$ cat src/rtl/ibex_shadow_stack_mc.sv
`default_nettype none
// ============================================================================
// Module   : ibex_shadow_stack_mc
// Brief    : Multi-context return-address shadow stack with sticky error capture.
// Revision : 1.0
// ============================================================================
module ibex_shadow_stack_mc #(
    parameter  int unsigned DATA_WIDTH    = 32,
    parameter  int unsigned DEPTH         = 16,
    parameter  int unsigned NUM_CTX       = 2,
    parameter  int unsigned OVERFLOW_MODE = 0,
    parameter  int unsigned IGNORE_LSB    = 1,
    localparam int unsigned CTX_W         = (NUM_CTX > 1) ? $clog2(NUM_CTX) : 1,
    localparam int unsigned PTR_W         = $clog2(DEPTH),
    localparam int unsigned CNT_W         = $clog2(DEPTH + 1)
) (
    input  logic                  clk_i,
    input  logic                  rst_i,
    input  logic [CTX_W-1:0]      ctx_i,
    input  logic                  push_i,
    input  logic [DATA_WIDTH-1:0] push_addr_i,
    input  logic                  pop_i,
    input  logic [DATA_WIDTH-1:0] pop_addr_i,
    input  logic                  err_clr_i,
    output logic [CNT_W-1:0]      count_o,
    output logic                  unchecked_o,
    output logic                  err_pulse_o,
    output logic                  error_o,
    output logic [1:0]            err_code_o,
    output logic [CTX_W-1:0]      err_ctx_o
);

    localparam logic [DATA_WIDTH-1:0] CMP_MASK =
        (IGNORE_LSB != 0) ? {{(DATA_WIDTH-1){1'b1}}, 1'b0} : {DATA_WIDTH{1'b1}};
    localparam logic [CNT_W-1:0] FULL_CNT = CNT_W'(DEPTH);

    typedef enum logic [1:0] {
        ERR_NONE      = 2'd0,
        ERR_OVERFLOW  = 2'd1,
        ERR_UNDERFLOW = 2'd2,
        ERR_MISMATCH  = 2'd3
    } err_code_e;

    logic [DATA_WIDTH-1:0] mem_q     [NUM_CTX][DEPTH];
    logic [PTR_W-1:0]      wr_ptr_q  [NUM_CTX];
    logic [PTR_W-1:0]      wr_ptr_d  [NUM_CTX];
    logic [CNT_W-1:0]      count_q   [NUM_CTX];
    logic [CNT_W-1:0]      count_d   [NUM_CTX];
    logic [NUM_CTX-1:0]    wrapped_q;
    logic [NUM_CTX-1:0]    wrapped_d;

    logic                  ctx_valid;
    logic [PTR_W-1:0]      cur_ptr;
    logic [PTR_W-1:0]      top_ptr;
    logic [CNT_W-1:0]      cur_cnt;
    logic                  cur_wrapped;
    logic [DATA_WIDTH-1:0] top_data;
    logic                  cur_empty;
    logic                  cur_full;
    logic                  cmp_miss;

    logic                  mem_we;
    logic [PTR_W-1:0]      mem_waddr;
    err_code_e             ev_code;
    logic                  unchecked_d;

    logic                  unchecked_q;
    logic                  err_pulse_q;
    logic                  error_q;
    err_code_e             err_code_q;
    logic [CTX_W-1:0]      err_ctx_q;

    assign ctx_valid = (32'(ctx_i) < NUM_CTX);

    // Selected-context view; an out-of-range context reads as an empty stack.
    always_comb begin
        cur_ptr     = '0;
        cur_cnt     = '0;
        cur_wrapped = 1'b0;
        top_ptr     = '0;
        top_data    = '0;
        if (ctx_valid) begin
            cur_ptr     = wr_ptr_q[ctx_i];
            cur_cnt     = count_q[ctx_i];
            cur_wrapped = wrapped_q[ctx_i];
            top_ptr     = cur_ptr - PTR_W'(1);
            top_data    = mem_q[ctx_i][top_ptr];
        end
    end

    assign cur_empty = (cur_cnt == '0);
    assign cur_full  = (cur_cnt == FULL_CNT);
    assign cmp_miss  = (((top_data ^ pop_addr_i) & CMP_MASK) != '0);
    assign count_o   = cur_cnt;

    // Pop is resolved first against the pre-push top; a push paired with a
    // successful pop reuses the freed slot so pointer and count stay put.
    always_comb begin
        wr_ptr_d    = wr_ptr_q;
        count_d     = count_q;
        wrapped_d   = wrapped_q;
        mem_we      = 1'b0;
        mem_waddr   = cur_ptr;
        ev_code     = ERR_NONE;
        unchecked_d = 1'b0;
        if (ctx_valid) begin
            if (pop_i) begin
                if (!cur_empty) begin
                    if (cmp_miss) begin
                        ev_code = ERR_MISMATCH;
                    end
                    if (push_i) begin
                        mem_we    = 1'b1;
                        mem_waddr = top_ptr;
                    end else begin
                        wr_ptr_d[ctx_i] = top_ptr;
                        count_d[ctx_i]  = cur_cnt - CNT_W'(1);
                    end
                end else if (cur_wrapped) begin
                    unchecked_d      = 1'b1;
                    wrapped_d[ctx_i] = 1'b0;
                end else begin
                    ev_code = ERR_UNDERFLOW;
                end
            end
            if (push_i && !(pop_i && !cur_empty)) begin
                if (!cur_full) begin
                    mem_we          = 1'b1;
                    mem_waddr       = cur_ptr;
                    wr_ptr_d[ctx_i] = cur_ptr + PTR_W'(1);
                    count_d[ctx_i]  = cur_cnt + CNT_W'(1);
                end else if (OVERFLOW_MODE == 0) begin
                    ev_code = ERR_OVERFLOW;
                end else begin
                    mem_we           = 1'b1;
                    mem_waddr        = cur_ptr;
                    wr_ptr_d[ctx_i]  = cur_ptr + PTR_W'(1);
                    wrapped_d[ctx_i] = 1'b1;
                end
            end
        end
    end

    always_ff @(posedge clk_i or posedge rst_i) begin
        if (rst_i) begin
            for (int i = 0; i < NUM_CTX; i++) begin
                wr_ptr_q[i] <= '0;
                count_q[i]  <= '0;
            end
            wrapped_q   <= '0;
            unchecked_q <= 1'b0;
            err_pulse_q <= 1'b0;
            error_q     <= 1'b0;
            err_code_q  <= ERR_NONE;
            err_ctx_q   <= '0;
        end else begin
            wr_ptr_q    <= wr_ptr_d;
            count_q     <= count_d;
            wrapped_q   <= wrapped_d;
            unchecked_q <= unchecked_d;
            err_pulse_q <= (ev_code != ERR_NONE);
            // First error wins, but a clear in the same cycle lets a new one in.
            if ((ev_code != ERR_NONE) && (!error_q || err_clr_i)) begin
                error_q    <= 1'b1;
                err_code_q <= ev_code;
                err_ctx_q  <= ctx_i;
            end else if (err_clr_i) begin
                error_q    <= 1'b0;
                err_code_q <= ERR_NONE;
                err_ctx_q  <= '0;
            end
        end
    end

    always_ff @(posedge clk_i) begin
        if (mem_we && !rst_i) begin
            mem_q[ctx_i][mem_waddr] <= push_addr_i;
        end
    end

    assign unchecked_o = unchecked_q;
    assign err_pulse_o = err_pulse_q;
    assign error_o     = error_q;
    assign err_code_o  = err_code_q;
    assign err_ctx_o   = err_ctx_q;

endmodule
`default_nettype wire

$ cat config.mk
export PLATFORM = sky130hd
export DESIGN_NAME = ibex_shadow_stack_mc
export DESIGN_NICKNAME = d
export VERILOG_FILES = /design/src/rtl/ibex_shadow_stack_mc.sv
export SDC_FILE = /design/constraint.sdc
export NUM_CORES = 1
export LEC_CHECK = 0
export BUFFER_PORTS_ARGS = -buffer_cell sky130_fd_sc_hd__buf_2
export CORE_ASPECT_RATIO = 1.25
export CORE_MARGIN = 2
export CORE_UTILIZATION = 55
export CTS_CLUSTER_DIAMETER = 200
export DETAILED_ROUTE_END_ITERATION = 8
export PLACE_DENSITY = 0.71
export SYNTH_ARGS = -nofsm -noshare
export SYNTH_HDL_FRONTEND = slang
export SYNTH_SLANG_ARGS = --single-unit
$ cat constraint.sdc
create_clock -name clk_i -period 17.3 [get_ports clk_i]
set_input_delay 0.865 -clock clk_i [delete_from_list [all_inputs] [get_ports clk_i]]
set_output_delay 0.865 -clock clk_i [all_outputs]
set_load 0.1 [all_outputs]
# After elaboration in Yosys (flattened, before gate mapping)
# Memory sizes are Yosys's and may differ from the RTL's.
# Cells that the tools add are included.
# totals
inputBits,70
mem_count,1
elab_cells,105
ram_bits,1024
out_inout_bits,11
reg_bits,26
# mem_list
name,depth,width,rd,rd_ports_with_merged_regs,wr,line_no,source
mem_q,2,512,1,0,1,44,logic [DATA_WIDTH-1:0] mem_q [NUM_CTX][DEPTH];
# op_classes
order_cmp,7
n_reduce_logical,17
eq_ne,1
mux,59
n_addsub,4
bitwise_logic,6
# ops
operator,n
512-bit 2-to-1 mux,1
32-bit binary-select mux with 4-bit select,1
32-bit demux with 4-bit select,1
32-bit 2-to-1 mux,3
10-bit 2-to-1 mux,5
8-bit 2-to-1 mux,5
4-bit 2-to-1 mux,9
32-bit nonzero test,1
32-bit bitwise XOR,1
10-bit bitwise mux,2
5-bit 2-to-1 mux,4
8-bit bitwise mux,2
2-bit 2-to-1 mux,8
1-bit 2-to-1 mux,15
5-bit greater-or-equal comparator (second input constant),2
4-bit NOT with 5-bit output,2
1-bit logical AND,7
5-bit by 1-bit adder with 5-bit output (second input constant),1
5-bit demux with 1-bit select,1
5-bit == test (second input constant),1
5-bit logical NOT,1
5-bit by 1-bit less-than comparator with 1-bit output (second input constant),1
5-bit by 1-bit subtractor with 5-bit output (second input constant),1
4-bit by 1-bit adder with 4-bit output (second input constant),1
14 further kinds,18

# Depth between registers and ports, before layout
# logic_depth
depth_word,19
mapped_depth,27

# Worst setup path after synthesis
# Ideal clock, no wire load.
# synth_path
path_type,input-to-reg
startpoint,in ctx_i
endpoint,mem mem_q[1][225] (netlist bit) (enable)
slack_ns,10.848
arrival_time_ns,6.032
required_time_ns,16.881
setup_time_ns,0.419
path_buffers,13
cell_stages,19
path_cell_list,buf_4 -> inv_2 -> clkbuf_1 -> buf_2 -> buf_1 -> clkbuf_1 -> a21boi_0 -> ha_1 -> buf_2 -> buf_6 -> buf_6 -> buf_6 -> buf_6 -> buf_2 -> buf_1 -> buf_1 -> and3_1 -> o21ai_0 -> nor2_1
# synth_between
elab_chain_cells,16
elab_cells_between_ends,32
classes_between,add/sub (1); order compare (2); eq/ne (1); mux (19); bitwise (2); reduce/logical (7)
# synth_rtl
item,line_no,source
start: declaration,19,"input logic [CTX_W-1:0] ctx_i,"
1-bit NOT with 2-bit output,n/a,
4-bit 2-to-1 mux (implied by the code) / 5-bit 2-to-1 mux (equally long branches) (3 in a row),"83, 84",
4-bit by 1-bit subtractor with 4-bit output / 5-bit logical NOT (equally long branches),"86, 91",
4-bit 2-to-1 mux / 1-bit logical NOT (equally long branches),"112, 126",
4-bit 2-to-1 mux / 1-bit logical AND (equally long branches),"108, 126",
4-bit 2-to-1 mux / 1-bit logical NOT (equally long branches),"107, 126",
4-bit 2-to-1 mux / 1-bit logical AND (equally long branches),"127, 126",
4-bit 2-to-1 mux,126,if (push_i && !(pop_i && !cur_empty)) begin
4-bit NOT with 5-bit output (implied by the code),177,mem_q[ctx_i][mem_waddr] <= push_addr_i;
5-bit greater-or-equal comparator (implied by the code) / 5-bit by 1-bit less-than comparator with 1-bit output (equally long branches),177,
1-bit logical AND (implied by the code),177,
32-bit 2-to-1 mux (implied by the code),177,
32-bit demux with 4-bit select,177,
512-bit 2-to-1 mux (implied by the code),177,
end: declaration,44,
# Several ways; a longest one is shown, not always the timed one. The select of a mux whose other input is x is not followed.

# Worst setup path after layout
# layout_path
startpoint,in ctx_i
endpoint,reg err_code_q[1] (netlist: err_code_o[1])
# layout_between
elab_chain_cells,19
elab_cells_between_ends,33
classes_between,add/sub (1); eq/ne (1); mux (18); bitwise (3); reduce/logical (9); memory (1)
# layout_rtl
item,line_no,source
1-bit NOT with 2-bit output,n/a,
4-bit 2-to-1 mux (implied by the code) (3 in a row),83,cur_ptr = wr_ptr_q[ctx_i];
4-bit by 1-bit subtractor with 4-bit output,86,top_ptr = cur_ptr - PTR_W'(1);
4-bit NOT with 5-bit output (implied by the code),87,top_data = mem_q[ctx_i][top_ptr];
32-bit binary-select mux with 4-bit select,87,
32-bit 2-to-1 mux (implied by the code) (2 in a row),87,
32-bit bitwise XOR,93,assign cmp_miss = (((top_data ^ pop_addr_i) & CMP_MASK) != '0);
32-bit nonzero test,93,
2-bit 2-to-1 mux,109,if (cmp_miss) begin
2-bit 2-to-1 mux,108,if (!cur_empty) begin
2-bit 2-to-1 mux,107,if (pop_i) begin
2-bit 2-to-1 mux,127,if (!cur_full) begin
2-bit 2-to-1 mux (*),126,
2-bit nonzero test,163,if ((ev_code != ERR_NONE) && (!error_q || err_clr_i)) begin
1-bit logical AND,163,
2-bit 2-to-1 mux / 2-bit nonzero test (equally long branches),n/a,
end signal: assignment,165,err_code_q <= ev_code;
end: declaration,70,err_code_e err_code_q;
# Mark *: on every way between the ends. The rest lies on a longest branch, timed or not. The select of a mux whose other input is x is not followed.
# A chain may end at the register's enable or synchronous reset.

==> metrics <==
outcome finished clean; half-perimeter wire length of the detailed placement result 51,600 µm; Worst R2R Start wr_ptr_q[0]; Std-Cell Rows 111; cell type of the slowest stage on the worst timing path sky130_fd_sc_hd__a2111oi_2; internal power approximately 5.2 mW; final hold violation count 0; worst-margin pin slew 1100 ps; remaining design rule violation count 0; Post-synth ARST share 0.0255; area growth from synthesis to layout 12.5%; count of buffers from port buffering 78; switching part of the total 0.320; crit path cell chain buf_2 > buf_4 > inv_2 > a21boi_0 > ha_4 > buf_4 > buf_12 > mux4_2 > mux4_2 > mux2i_1 > xnor2_1 > a2111oi_2 > nand4_2 > a2111oi_2 > nor2_1; flip-flop and latch count after synthesis around 1,000; top fanout value on the critical path 102; number of synthesized flops with an enable pin between 900 and 1,000; weighted congestion reported at the end of routability-driven placement 0.830; final setup violation count 0; part of the Yosys area used for sequential elements 0.755; arrival time reported for the critical path endpoint 8340 ps; total number of vias 20,413; Leak approximately 15 nW; number of synthesis warnings 0; number of buffers created by CTS 94; mean instance size in the synthesized netlist 20.7 µm²; Total Die Area 75,500 µm²; residual overflow from global routing 0; Pre-Repair DR Iteration Count 5; number of top-level pins 81; PD cells approximately 170 nW/µm²; Final #Nets 2,158; number of post-CTS setup repair buffers 0; clock transition at the register clock pins on the worst setup and hold paths after CTS approximately 70 ps; via count normalized by instance count 6.54; unique cell type count in the Yosys netlist 62; type of the setup path with the least slack input pin to register; Net Switching 2.45 mW; longest individual stage delay on the worst path 980 ps; maximum clock frequency 128 MHz; detail-routed net length per standard cell 31.0 µm; WP data required roughly 18,000 ps; post-layout total power 7.66 mW; RSZ-0062 raised after global routing no; post-layout minimum cycle time roughly 7800 ps; first-pass GRT wire length 141,000 µm; Detailed Route Iter0 Violations 2,291; Syn Nets 2,024; maximum root-to-sink buffer count 3; clock tree from TritonCTS built; cell area after technology mapping 40,300 µm²; portion of total power attributed to the clock network 0.285; dominant register cell in the synthesized netlist sky130_fd_sc_hd__edfxtp_1; Layout fillers roughly 4,900; hold_buf cts 0; remaining number of nets flagged by the antenna check after routing 0; Final Cycle Share 0.452; kind of path behind the tightest hold check input pin to async pin; share of power burned in registers 0.377; Floorplan Core Area between 70,000 and 80,000 µm²; vertical extent of the die 307 µm; layout cells sized above 1 0.271; routed wire length 96,800 µm; Setup Skew 17.1 ps; CTS H-tree depth 3; launching element type of the critical path input pin; Max Slew Vio Count 0; Initial Utilization 0.553; dominant cells by area after synthesis sky130_fd_sc_hd__edfxtp_1, sky130_fd_sc_hd__mux4_2, sky130_fd_sc_hd__dfrtp_1; library cell occupying the most area in the post-synthesis netlist sky130_fd_sc_hd__edfxtp_1; clock latency on the worst-skew pair around 650 ps; Relative slew margins 0.267; aggregate global-route resource usage 0.262; Cell Count Post-Placement a little under 3,000; VDD IR max 0.171 mV; via count of the first global-routing pass 20,701; clock tree root buffer cell sky130_fd_sc_hd__clkbuf_16; area share of the largest cell type after synthesis 0.739; post-route insts no fill 3,123; max-cap violation count 0; critical path endpoint category register; Resized cells post-CTS 0; share of total power in combinational logic 0.338; Setup crit start ctx_i; clk sinks 1,018; Final TNS setup 0 ps; FF-to-FF path depth 13; antenna violations before repair 5; overall die width 246 µm; maximum number of pins on one net before global-route repair 103; synthesized instance count 1,950
-- stage by stage --
step                      instance area (µm²)  utilization  setup slack, ps  hold WS, ps
after CTS                               45300        0.622             9570          449
after global placement                  42100        0.577             8920          460
after detailed placement                42100        0.577             8980          461
final                                   45300        0.622             9480          456
after global routing                    45300        0.622             9280          499
after floorplan                         40300            -            10850          441
-- Yosys cell counts (6+ instances only) --
cell                       count
sky130_fd_sc_hd__a21oi_1       9
sky130_fd_sc_hd__a221oi_1     12
sky130_fd_sc_hd__a22o_1       12
sky130_fd_sc_hd__and2_1        6
sky130_fd_sc_hd__and3_1       12
sky130_fd_sc_hd__buf_1        14
sky130_fd_sc_hd__buf_2        33
sky130_fd_sc_hd__buf_4         9
sky130_fd_sc_hd__buf_6        12
sky130_fd_sc_hd__clkbuf_1     30
sky130_fd_sc_hd__dfrtp_1      26
sky130_fd_sc_hd__edfxtp_1    992
sky130_fd_sc_hd__inv_1        10
sky130_fd_sc_hd__mux2_2        8
sky130_fd_sc_hd__mux2i_1      59
sky130_fd_sc_hd__mux4_2      252
sky130_fd_sc_hd__nand2_1     132
sky130_fd_sc_hd__nand3_1      39
sky130_fd_sc_hd__nand4_1      32
sky130_fd_sc_hd__nor2_1       59
sky130_fd_sc_hd__nor3_1       21
sky130_fd_sc_hd__o21ai_0      28
sky130_fd_sc_hd__o22ai_1      14
sky130_fd_sc_hd__o31ai_1       6
sky130_fd_sc_hd__xnor2_1      30
sky130_fd_sc_hd__xor2_1       25
-- cell families (layout without fill, tap and decap cells) --
family	count (synthesis)	in the layout	synth area share
muxes	320	320	0.158
buffers and inverters	111	321	0.0151
xor gates and xnor gates	56	56	0.0124
and+or+nand+nor	321	321	0.0369
DFF	1018	1018	0.755
AOI/OAI and AO/OA	120	120	0.0211
other	0	3	0
adders and majority gates	4	4	0.00124
-- cell type report --
cell class              instances  area, µm²  area share
multi-input cells             821       9540       0.210
inverters                      11       41.3    0.000911
clock inverters                64        816      0.0180
clock buffers                 108       2430      0.0535
repair buffers                138        866      0.0191
well taps                     960       1200      0.0265
flip-flops and latches       1018      30400       0.672
diodes                          3       7.51    0.000166
-- path summary, 6_finish.rpt --
kind	to	slack (ps)
worst max-delay path	err_code_o[1]	9480
worst min-delay path	count_q[1]	460
worst max register to register	err_code_o[1]	9480
worst min register to register	count_q[5]	470
max in group asynchronous	wr_ptr_q[4]	16110
min in group clk_i	count_q[5]	470
-- layer usage --
layer | global-route usage | wire (µm)
met5 | 0 | 13
met4 | 0.0949 | 3310
met3 | 0.0477 | 8510
met2 | 0.424 | 47900
met1 | 0.363 | 37100
-- sequential cells by signal, indices dropped and copies added (netlist names) --
| signal | flops |
|---|---|
| err_pulse_o | 1 |
| count_q | 10 |
| unchecked_o | 1 |
| error_o | 1 |
| err_code_o | 2 |
| mem_q | 992 |
| err_ctx_o | 1 |
| wr_ptr_q | 8 |
| wrapped_q | 2 |
-- layout by cell type, fill, tap and decap left out, drive strengths merged, types with 12 or more instances in the layout --
cell | synthesis | layout
and3 | 12 | 12
a22o | 12 | 12
o22ai | 14 | 14
nand4 | 33 | 33
xor2 | 26 | 26
clkbuf | 30 | 108
o21ai | 31 | 31
clkinv | 0 | 40
nand3 | 39 | 39
edfxtp | 992 | 992
nor3 | 21 | 21
mux2i | 60 | 60
mux4 | 252 | 252
nor2 | 59 | 59
inv | 11 | 13
dfrtp | 26 | 26
nand2 | 133 | 133
xnor2 | 30 | 30
buf | 70 | 138
bufinv | 0 | 20
a221oi | 12 | 12
-- critical path, delay by kind of cell --
family,cells,cell delay [ps]
XOR/XNOR,1,110
adder cells (fa/ha/maj),1,780
buffers and inverters,5,2390
AND/OR/NAND/NOR,2,530
multiplexers,3,1160
AO/OA/AOI/OAI,3,2250
-- power groups by stage --
stage | Combinational (mW) | Clock, mW | Sequential, mW
after global placement | 2.54 | 0 | 2.94
after detailed placement | 2.58 | 0 | 2.94
after global routing | 2.74 | 2.29 | 2.90
after CTS | 2.60 | 2.20 | 2.89
after floorplan | 1.92 | 0 | 2.91
final | 2.59 | 2.18 | 2.89
Power figures use the tool's default switching activity.
